<file path="config.mk">
export PLATFORM = sky130hd
export DESIGN_NAME = gray_stream_decoder
export DESIGN_NICKNAME = d
export VERILOG_FILES = /design/src/rtl/gray_pkg.sv /design/src/rtl/g2b_converter.sv /design/src/rtl/gray_stream_decoder.sv
export SDC_FILE = /design/constraint.sdc
export NUM_CORES = 1
export LEC_CHECK = 0
export CAP_MARGIN = 10
export CORE_AREA = 2 2 39 41
export DETAILED_ROUTE_END_ITERATION = 16
export DIE_AREA = 0 0 41 43
export GPL_ROUTABILITY_DRIVEN = 0
export PLACE_DENSITY_LB_ADDON = 0.15
export SETUP_SLACK_MARGIN = 0.5
export SKIP_CTS_REPAIR_TIMING = 1
export SLEW_MARGIN = 25
export SYNTH_ARGS = -nofsm -noshare
export SYNTH_HDL_FRONTEND = slang
export SYNTH_SLANG_ARGS = --single-unit
export TNS_END_PERCENT = 30
</file>
<file path="constraint.sdc">
create_clock -name clk -period 3 [get_ports clk]
set_clock_uncertainty 0.15 [all_clocks]
set_input_delay 0.75 -clock clk [delete_from_list [all_inputs] [get_ports clk]]
set_output_delay 0.75 -clock clk [all_outputs]
set_load 0.005 [all_outputs]
</file>
<file path="src/rtl/gray_pkg.sv">
// Shared Gray-code helpers and the default word width for the Gray stream decoder.
package gray_pkg;

  localparam int GRAY_WIDTH = 4;

  // Works for any narrower word that has been zero-extended, because leading zeros decode to zero.
  function automatic logic [31:0] gray2bin(input logic [31:0] g);
    logic [31:0] b;
    b[31] = g[31];
    for (int i = 30; i >= 0; i--) begin
      b[i] = b[i+1] ^ g[i];
    end
    return b;
  endfunction

  function automatic int unsigned popcount(input logic [31:0] v);
    int unsigned n;
    n = 0;
    for (int i = 0; i < 32; i++) begin
      n += 32'(v[i]);
    end
    return n;
  endfunction

endpackage

</file>
<file path="src/rtl/g2b_converter.sv">
// Combinational Gray-to-binary converter. This is the inverse of b2g_converter.
module g2b_converter #(
  parameter int WIDTH = 4
) (
  input  logic [WIDTH-1:0] in_gray,
  output logic [WIDTH-1:0] out_bin
);

  assign out_bin[WIDTH-1] = in_gray[WIDTH-1];

  // Each binary bit is the XOR of all Gray bits at or above its position.
  for (genvar gi = WIDTH - 2; gi >= 0; gi--) begin : g_bit
    assign out_bin[gi] = out_bin[gi+1] ^ in_gray[gi];
  end

endmodule

</file>
<file path="src/rtl/gray_stream_decoder.sv">
// Gray stream decoder with a valid/ready handshake, a single-bit-step check and a 1-cycle output register.
// Define GRAY_ERR_COUNT_EN to get the saturating err_count port.
module gray_stream_decoder
  import gray_pkg::*;
#(
  parameter int WIDTH     = GRAY_WIDTH,
  parameter int ERR_CNT_W = 8
) (
  input  logic                 clk,
  input  logic                 rst_n,
  input  logic                 clear,
  input  logic                 in_valid,
  output logic                 in_ready,
  input  logic [WIDTH-1:0]     in_gray,
  output logic                 out_valid,
  input  logic                 out_ready,
  output logic [WIDTH-1:0]     out_bin,
  output logic                 out_step_err,
  output logic                 out_first
`ifdef GRAY_ERR_COUNT_EN
  ,
  output logic [ERR_CNT_W-1:0] err_count
`endif
);

  logic             r_out_valid;
  logic [WIDTH-1:0] r_out_bin;
  logic             r_out_step_err;
  logic             r_out_first;
  logic [WIDTH-1:0] r_prev_gray;
  logic             r_have_prev;

  logic [WIDTH-1:0] w_bin;
  logic             w_accept;
  logic             w_have_prev_eff;
  logic             w_step_err;
  logic [31:0]      w_diff;

  g2b_converter #(.WIDTH(WIDTH)) u_g2b (
    .in_gray (in_gray),
    .out_bin (w_bin)
  );

  assign in_ready        = !r_out_valid || out_ready;
  assign w_accept        = in_valid && in_ready;
  // A clear arriving together with a word makes that word the first of a new history.
  assign w_have_prev_eff = r_have_prev && !clear;
  assign w_diff          = 32'(in_gray ^ r_prev_gray);
  assign w_step_err      = w_have_prev_eff && (popcount(w_diff) != 32'd1);

  always_ff @(posedge clk) begin
    if (!rst_n) begin
      r_out_valid    <= 1'b0;
      r_out_bin      <= '0;
      r_out_step_err <= 1'b0;
      r_out_first    <= 1'b0;
      r_prev_gray    <= '0;
      r_have_prev    <= 1'b0;
    end else begin
      if (w_accept) begin
        r_out_valid    <= 1'b1;
        r_out_bin      <= w_bin;
        r_out_step_err <= w_step_err;
        r_out_first    <= !w_have_prev_eff;
        r_prev_gray    <= in_gray;
      end else if (out_ready) begin
        r_out_valid <= 1'b0;
      end
      if (w_accept) begin
        r_have_prev <= 1'b1;
      end else if (clear) begin
        r_have_prev <= 1'b0;
      end
    end
  end

`ifdef GRAY_ERR_COUNT_EN
  logic [ERR_CNT_W-1:0] r_err_count;

  always_ff @(posedge clk) begin
    if (!rst_n || clear) begin
      r_err_count <= '0;
    end else if (w_accept && w_step_err && !(&r_err_count)) begin
      r_err_count <= r_err_count + ERR_CNT_W'(1);
    end
  end

  assign err_count = r_err_count;
`endif

  assign out_valid    = r_out_valid;
  assign out_bin      = r_out_bin;
  assign out_step_err = r_out_step_err;
  assign out_first    = r_out_first;

endmodule

</file>
==> run_results.csv, run 1 <==
group,metric,value,unit
clocking,clock_tree.buffer_depth,2,
yosys,synth_warnings,0,
setup_path,worstRegToRegCells,8,
floorplanning,die-area,1760,um^2
cells_and_area,syn_to_final_growth,50.5,%
yosys,synthXorXnorAreaFrac,14.1,%
floorplanning,fp.dieH,43,um
setup_path,worstPathMaxFanout,2,
cells_and_area,final_cell_count_no_fill,97,
global_routing,antenna_found_initial,0,
run,drv_cap,0,
hold_path,min_from,"out_bin[1]$_SDFFE_PN0P_",
outcome,outcome,"complete, no violations",
clocking,cts_root_buf,"clkbuf_4",
floorplanning,die_w,41,um
timing,fmax,381,MHz
timing,hold_violations,0,
yosys,synth_fa_ha_area_share,8.18,%
drt,viasPerCell,5.18,
power_and_ir_drop,ir_drop,0.291,mV
yosys,synth_compound_area_share,20.9,%
clocking,cts_buffers,3,
timing,relSlewSlack,77.7,%
yosys,syn_nets,71,
floorplanning,core,1380,um^2
power_and_ir_drop,pwr_density_cell,444,nW/um^2
power_and_ir_drop,p_leak,0.353,nW
drt,wl_met3,66,um
drt,wl,1.19,mm
drt,antenna_left,0,
drt,num_vias,502,
hold_path,whs_endpoint,"out_bin[1]$_SDFFE_PN0P_",
cells_and_area,fin_util,59.9,%
cells_and_area,nets,94,
yosys,synth.avg_cell_area,9.33,um^2
yosys,syn_area,551,um^2
yosys,synth_top_family_by_area,"compound AO/OA/AOI/OAI gates",
yosys,synth_mux_area_share,0,%
floorplanning,start_util,39.8,%
timing,layout_setup_ws,0.377,ns
clocking,htreeDepth,1,
timing,setup_viol,0,
global_routing,grt_max_degree,11,
setup_path,cp_data_arrival_time,2.63,ns
global_routing,grt_pass1_wl,1.74,mm
drt,highest_layer,"met4",
cells_and_area,antenna_cells,0,
cells_and_area,fin_area,828,um^2
placement,dp_slack,-0.264,ns
drt,routedWlPerCell,12.2,um
floorplanning,ios,17,
setup_path,reg2reg_from,"out_bin[3]$_SDFFE_PN0P_",
placement,dp.cells,93,
clocking,cts_tree,"done",
hold_path,hold_class,"reg2reg",
hold_path,min_path_cells,2,
global_routing,grt_usage,15.4,%
yosys,yosysUniqueCellTypes,20,
global_routing,first_global_vias,435,
global_routing,overflow,0,
drt,first_iter_violations,3,
setup_path,endpoint_kind,"register",
power_and_ir_drop,p_total,0.368,mW
yosys,netlist_instances,59,
cells_and_area,post_route_cells_drive_above_1_share,19.8,%
setup_path,path_class,"in2reg",
setup_path,cp.required,3.01,ns
timing,final_max_slew_viol_count,0,
yosys,synth_seq_area_share,40.0,%
placement,io_buffers,16,
clocking,clock-sinks,11,
drt,remaining_drc_errors,0,
timing,fin_crit_sh,87.4,%
timing,grt_setup_unrepaired,"true",
yosys,yosys.area_share.simple,10.2,%
setup_path,cp-start-kind,"primary input",
drt,wl_met1,507,um
clocking,clkLatencyLatePin,0.27,ns
timing,tightest_slew,0.334,ns
clocking,cts.clk_slew.worst_paths,0.07,ns
drt,dr.pass1.iters,4,
placement,placed_cell_area,774,um^2
setup_path,rrSetupSlack,0.63,ns
drt,wl_met2,587,um
setup_path,r2r-end,"out_step_err$_SDFFE_PN0P_",
timing,period_needed,2.62,ns
yosys,synth_seq_cells,11,
floorplanning,fp-row-count,14,
[per-stage QoR]
| stage | hold slack [ns] | TNS [ns] |
|---|---|---|
| 4_1_cts | 0.337 | 0 |
| 3_5_place_dp | 0.320 | -0.264 |
| 3_3_place_gp | 0.320 | -0.228 |
| 6_report | 0.334 | 0 |
| 2_1_floorplan | 0.315 | 0 |
| 5_1_grt | 0.359 | 0 |
[cell families (layout without fill, tap and decap cells)]
family                     count (synthesis)  after routing
AOI/OAI and AO/OA                         20             20
DFF                                       11             11
and+or+nand+nor                           10             10
buffers and inverters                      8             30
xor gates and xnor gates                   7              7
adders and majority gates                  3              3
[critical path, cell delays in order]
cell and delay, ns:
dlymetal6s2s_1 0.18, xnor2_4 0.15, fa_1 0.53, inv_1 0.04, ha_2 0.17, ha_1 0.29, or3b_4 0.37, nand4_1 0.08
a21oi_1 0.07
[synthesized netlist by cell type]
| master | count | share of area [%] |
|---|---|---|
| a211oi_1 | 2 | 2.7 |
| nand4_1 | 1 | 1.1 |
| nor2b_1 | 2 | 2.3 |
| nand3_1 | 5 | 4.5 |
| fa_1 | 1 | 3.6 |
| o21ai_0 | 6 | 5.5 |
| or3b_2 | 1 | 1.6 |
| dfxtp_1 | 11 | 40 |
| ha_1 | 2 | 4.5 |
| buf_4 | 1 | 1.4 |
| xnor2_1 | 5 | 8.0 |
| xor3_2 | 1 | 4.5 |
| xor2_1 | 1 | 1.6 |
| a211oi_2 | 1 | 2.3 |
| inv_1 | 4 | 2.7 |
| buf_2 | 2 | 1.8 |
| clkinv_1 | 1 | 0.68 |
| nor2_1 | 1 | 0.68 |
| o21a_1 | 1 | 1.4 |
| a21oi_1 | 10 | 9.1 |
[state kept, by name (all words and copies together), names as in the netlist]
signal,flops
out_bin,4
out_first,1
out_step_err,1
out_valid,1
r_have_prev,1
r_prev_gray,3
[report_power, final]
part / switching (mW) / internal, mW / total, mW / leakage [nW]
sequential: 0.00626 / 0.156 / 0.163 / 0.0909
combinational: 0.0406 / 0.0620 / 0.103 / 0.247
clock: 0.0509 / 0.0515 / 0.102 / 0.0150
[cells in the final DEF (no fill, tap or decap), types with 2 or more instances in the layout]
| cell type | netlist | final |
|---|---|---|
| o21ai_0 | 6 | 6 |
| dfxtp_1 | 11 | 11 |
| clkbuf_4 | 0 | 3 |
| inv_1 | 4 | 4 |
| xnor2_2 | 0 | 2 |
| xnor2_1 | 5 | 2 |
| dlymetal6s2s_1 | 0 | 4 |
| a21oi_1 | 10 | 10 |
| clkdlybuf4s50_1 | 0 | 12 |
| buf_4 | 1 | 5 |
| a211oi_1 | 2 | 2 |
| nand3_1 | 5 | 5 |
[area by class of cell]
class | count | area, um^2
fill | 129 | 556
timing repair buffer | 21 | 208
multi-input combinational | 40 | 335
inverter | 5 | 18.8
sequential | 11 | 220
clock buffer | 4 | 26.3
tap | 16 | 20.0
[per-layer routing]
metal,vias to the layer above,global-route usage [%]
li1,253,-
met5,-,0
met4,0,10.0
met2,12,22.8
met1,233,18.2
met3,4,4.71
[worst max-delay path by stage]
| stage | end | slack [ns] | startpoint |
|---|---|---|---|
| floorplan | out_step_err$_SDFFE_PN0P_ | 0.39 | in_gray[3] |
| global placement | out_step_err$_SDFFE_PN0P_ | -0.23 | in_gray[3] |
| detailed placement | out_step_err$_SDFFE_PN0P_ | -0.26 | in_gray[3] |
| CTS | out_step_err$_SDFFE_PN0P_ | 0.03 | in_gray[3] |
| global route | out_step_err$_SDFFE_PN0P_ | 0.29 | in_gray[3] |
| finish | out_step_err$_SDFFE_PN0P_ | 0.38 | in_gray[3] |
(Power assumes the default switching activity.)
==> inputs of run 2 (changes only) <==
--- a/config.mk
+++ b/config.mk
@@ -7,6 +7,7 @@
 export LEC_CHECK = 0
 export CAP_MARGIN = 10
 export CORE_AREA = 2 2 39 41
+export CTS_CLUSTER_SIZE = 24
 export DETAILED_ROUTE_END_ITERATION = 16
 export DIE_AREA = 0 0 41 43
 export GPL_ROUTABILITY_DRIVEN = 0
==> results of run 2 <==
The final DEF is identical to that of run 1; final timing and power are the same.
==> inputs of run 3 (changes only) <==
--- a/config.mk
+++ b/config.mk
@@ -11,7 +11,9 @@
 export DETAILED_ROUTE_END_ITERATION = 16
 export DIE_AREA = 0 0 41 43
 export GPL_ROUTABILITY_DRIVEN = 0
+export HOLD_SLACK_MARGIN = 0.05
 export PLACE_DENSITY_LB_ADDON = 0.15
+export RECOVER_POWER = 100
 export SETUP_SLACK_MARGIN = 0.5
 export SKIP_CTS_REPAIR_TIMING = 1
 export SLEW_MARGIN = 25
==> run_results.csv, run 3 (synthesized netlist as in run 1, its figures left out) <==
group,metric,value,unit
global_routing,first_global_vias,435,
timing,period_needed,2.58,ns
setup_path,path_class,"in2reg",
floorplanning,ios,17,
global_routing,overflow,0,
floorplanning,core,1380,um^2
timing,grt_setup_unrepaired,"true",
drt,wl,1.17,mm
setup_path,endpoint_kind,"register",
cells_and_area,post_route_cells_drive_above_1_share,18.5,%
floorplanning,die_w,41,um
cells_and_area,nets,94,
cells_and_area,final_cell_mix,"dfxtp_1 (11), a21oi_1 (10), dlygate4sd3_1 (8)",
setup_path,reg2reg_from,"out_bin[3]$_SDFFE_PN0P_",
clocking,clock_tree.buffer_depth,2,
timing,layout_setup_ws,0.419,ns
drt,dr.pass1.iters,4,
floorplanning,die-area,1760,um^2
clocking,cts_root_buf,"clkbuf_4",
clocking,cts_tree,"done",
setup_path,cp-start-kind,"primary input",
setup_path,crit_path_start,"in_gray[3]",
cells_and_area,syn_to_final_growth,48.4,%
setup_path,cp.required,3.01,ns
clocking,clkLatencyLatePin,0.27,ns
setup_path,crit_path_max_incr_delay,0.53,ns
drt,first_iter_violations,3,
run,drv_cap,0,
global_routing,grt_max_degree,11,
placement,io_buffers,16,
setup_path,cp_data_arrival_time,2.59,ns
timing,relSlewSlack,77.1,%
floorplanning,start_util,39.8,%
drt,remaining_drc_errors,0,
clocking,htreeDepth,1,
drt,antenna_left,0,
global_routing,antenna_found_initial,0,
floorplanning,fp.dieH,43,um
timing,setup_viol,0,
power_and_ir_drop,ir_drop,0.288,mV
clocking,cts_buffers,3,
placement,dp_slack,-0.264,ns
cells_and_area,fin_area,817,um^2
global_routing,grt_pass1_wl,1.74,mm
cells_and_area,fin_util,59.0,%
floorplanning,fp-row-count,14,
drt,viasPerCell,5.23,
timing,final_max_slew_viol_count,0,
power_and_ir_drop,p_leak,0.358,nW
cells_and_area,final_common_cell,"dfxtp_1",
timing,fmax,387,MHz
clocking,clock-sinks,11,
global_routing,grt_usage,15.4,%
timing,setup_tns,0,ns
setup_path,r2r-end,"out_step_err$_SDFFE_PN0P_",
outcome,outcome,"complete, no violations",
power_and_ir_drop,pwr_density_cell,444,nW/um^2
setup_path,crit_end,"out_step_err$_SDFFE_PN0P_",
setup_path,rrSetupSlack,0.64,ns
cells_and_area,largest_reg_flops,4,
timing,fin_crit_sh,86.0,%
drt,routedWlPerCell,12.1,um
setup_path,worstRegToRegCells,8,
setup_path,path_cells,"clkbuf_1 > xnor2_4 > fa_1 > inv_1 > ha_2 > ha_1 > or3b_4 > nand4_1 > a21oi_1",
timing,hold_violations,0,
cells_and_area,antenna_cells,0,
setup_path,cp_slowest_cell,"fa_1",
clocking,cts.clk_slew.worst_paths,0.07,ns
hold_path,hold_class,"reg2reg",
drt,num_vias,507,
setup_path,worstPathMaxFanout,2,
timing,tightest_slew,0.342,ns
placement,placed_cell_area,774,um^2
## run 3: metal layers
| layer | wire, um | share of wire (%) | global-route usage (%) | up-vias |
|---|---|---|---|---|
| li1 | - | - | - | 256 |
| met1 | 504 | 43 | 18.2 | 233 |
| met2 | 576 | 49 | 22.8 | 14 |
| met3 | 68 | 5.8 | 4.71 | 4 |
| met4 | 23 | 2.0 | 10.0 | 0 |
| met5 | 0 | 0 | 0 | - |
## run 3: area by class of cell
| cell class | count | area [um^2] |
|---|---|---|
| Fill cell | 133 | 567 |
| Inverter | 5 | 18.8 |
| Multi-Input combinational cell | 40 | 333 |
| Clock buffer | 4 | 26.3 |
| Tap cell | 16 | 20.0 |
| Sequential cell | 11 | 220 |
| Timing Repair Buffer | 21 | 199 |
## run 3: power breakdown
group / total, mW / leakage, nW / switching, mW / internal (mW)
combinational: 0.0987 / 0.252 / 0.0404 / 0.0583
sequential: 0.162 / 0.0909 / 0.00592 / 0.156
clock: 0.102 / 0.0150 / 0.0501 / 0.0515
## run 3: worst max-delay path: cells and delay by family
family          cells  cell delay [ns]
fa+ha+maj           3             0.99
simple gates        2             0.45
buf+inv             2             0.18
xor+xnor            1             0.15
compound gates      1             0.07
## run 3: how the worst min path moves through the flow
stage                                            from                          end  slack [ns]  cells after the start
after floorplan           r_prev_gray[2]$_SDFFE_PN0P_  r_prev_gray[2]$_SDFFE_PN0P_        0.32                      2
after global placement      out_step_err$_SDFFE_PN0P_    out_step_err$_SDFFE_PN0P_        0.32                      2
after detailed placement    out_step_err$_SDFFE_PN0P_    out_step_err$_SDFFE_PN0P_        0.32                      2
after CTS                   out_step_err$_SDFFE_PN0P_    out_step_err$_SDFFE_PN0P_        0.34                      2
after global routing          out_bin[1]$_SDFFE_PN0P_      out_bin[1]$_SDFFE_PN0P_        0.36                      2
final                         out_bin[1]$_SDFFE_PN0P_      out_bin[1]$_SDFFE_PN0P_        0.33                      2
## run 3: per-stage QoR
stage	hold slack, ns	cells	total power, mW
after floorplan	0.315	59	0.225
after global placement	0.320	93	0.265
final	0.331	97	0.363
after detailed placement	0.320	93	0.269
after global routing	0.357	97	0.386
after CTS	0.337	97	0.372
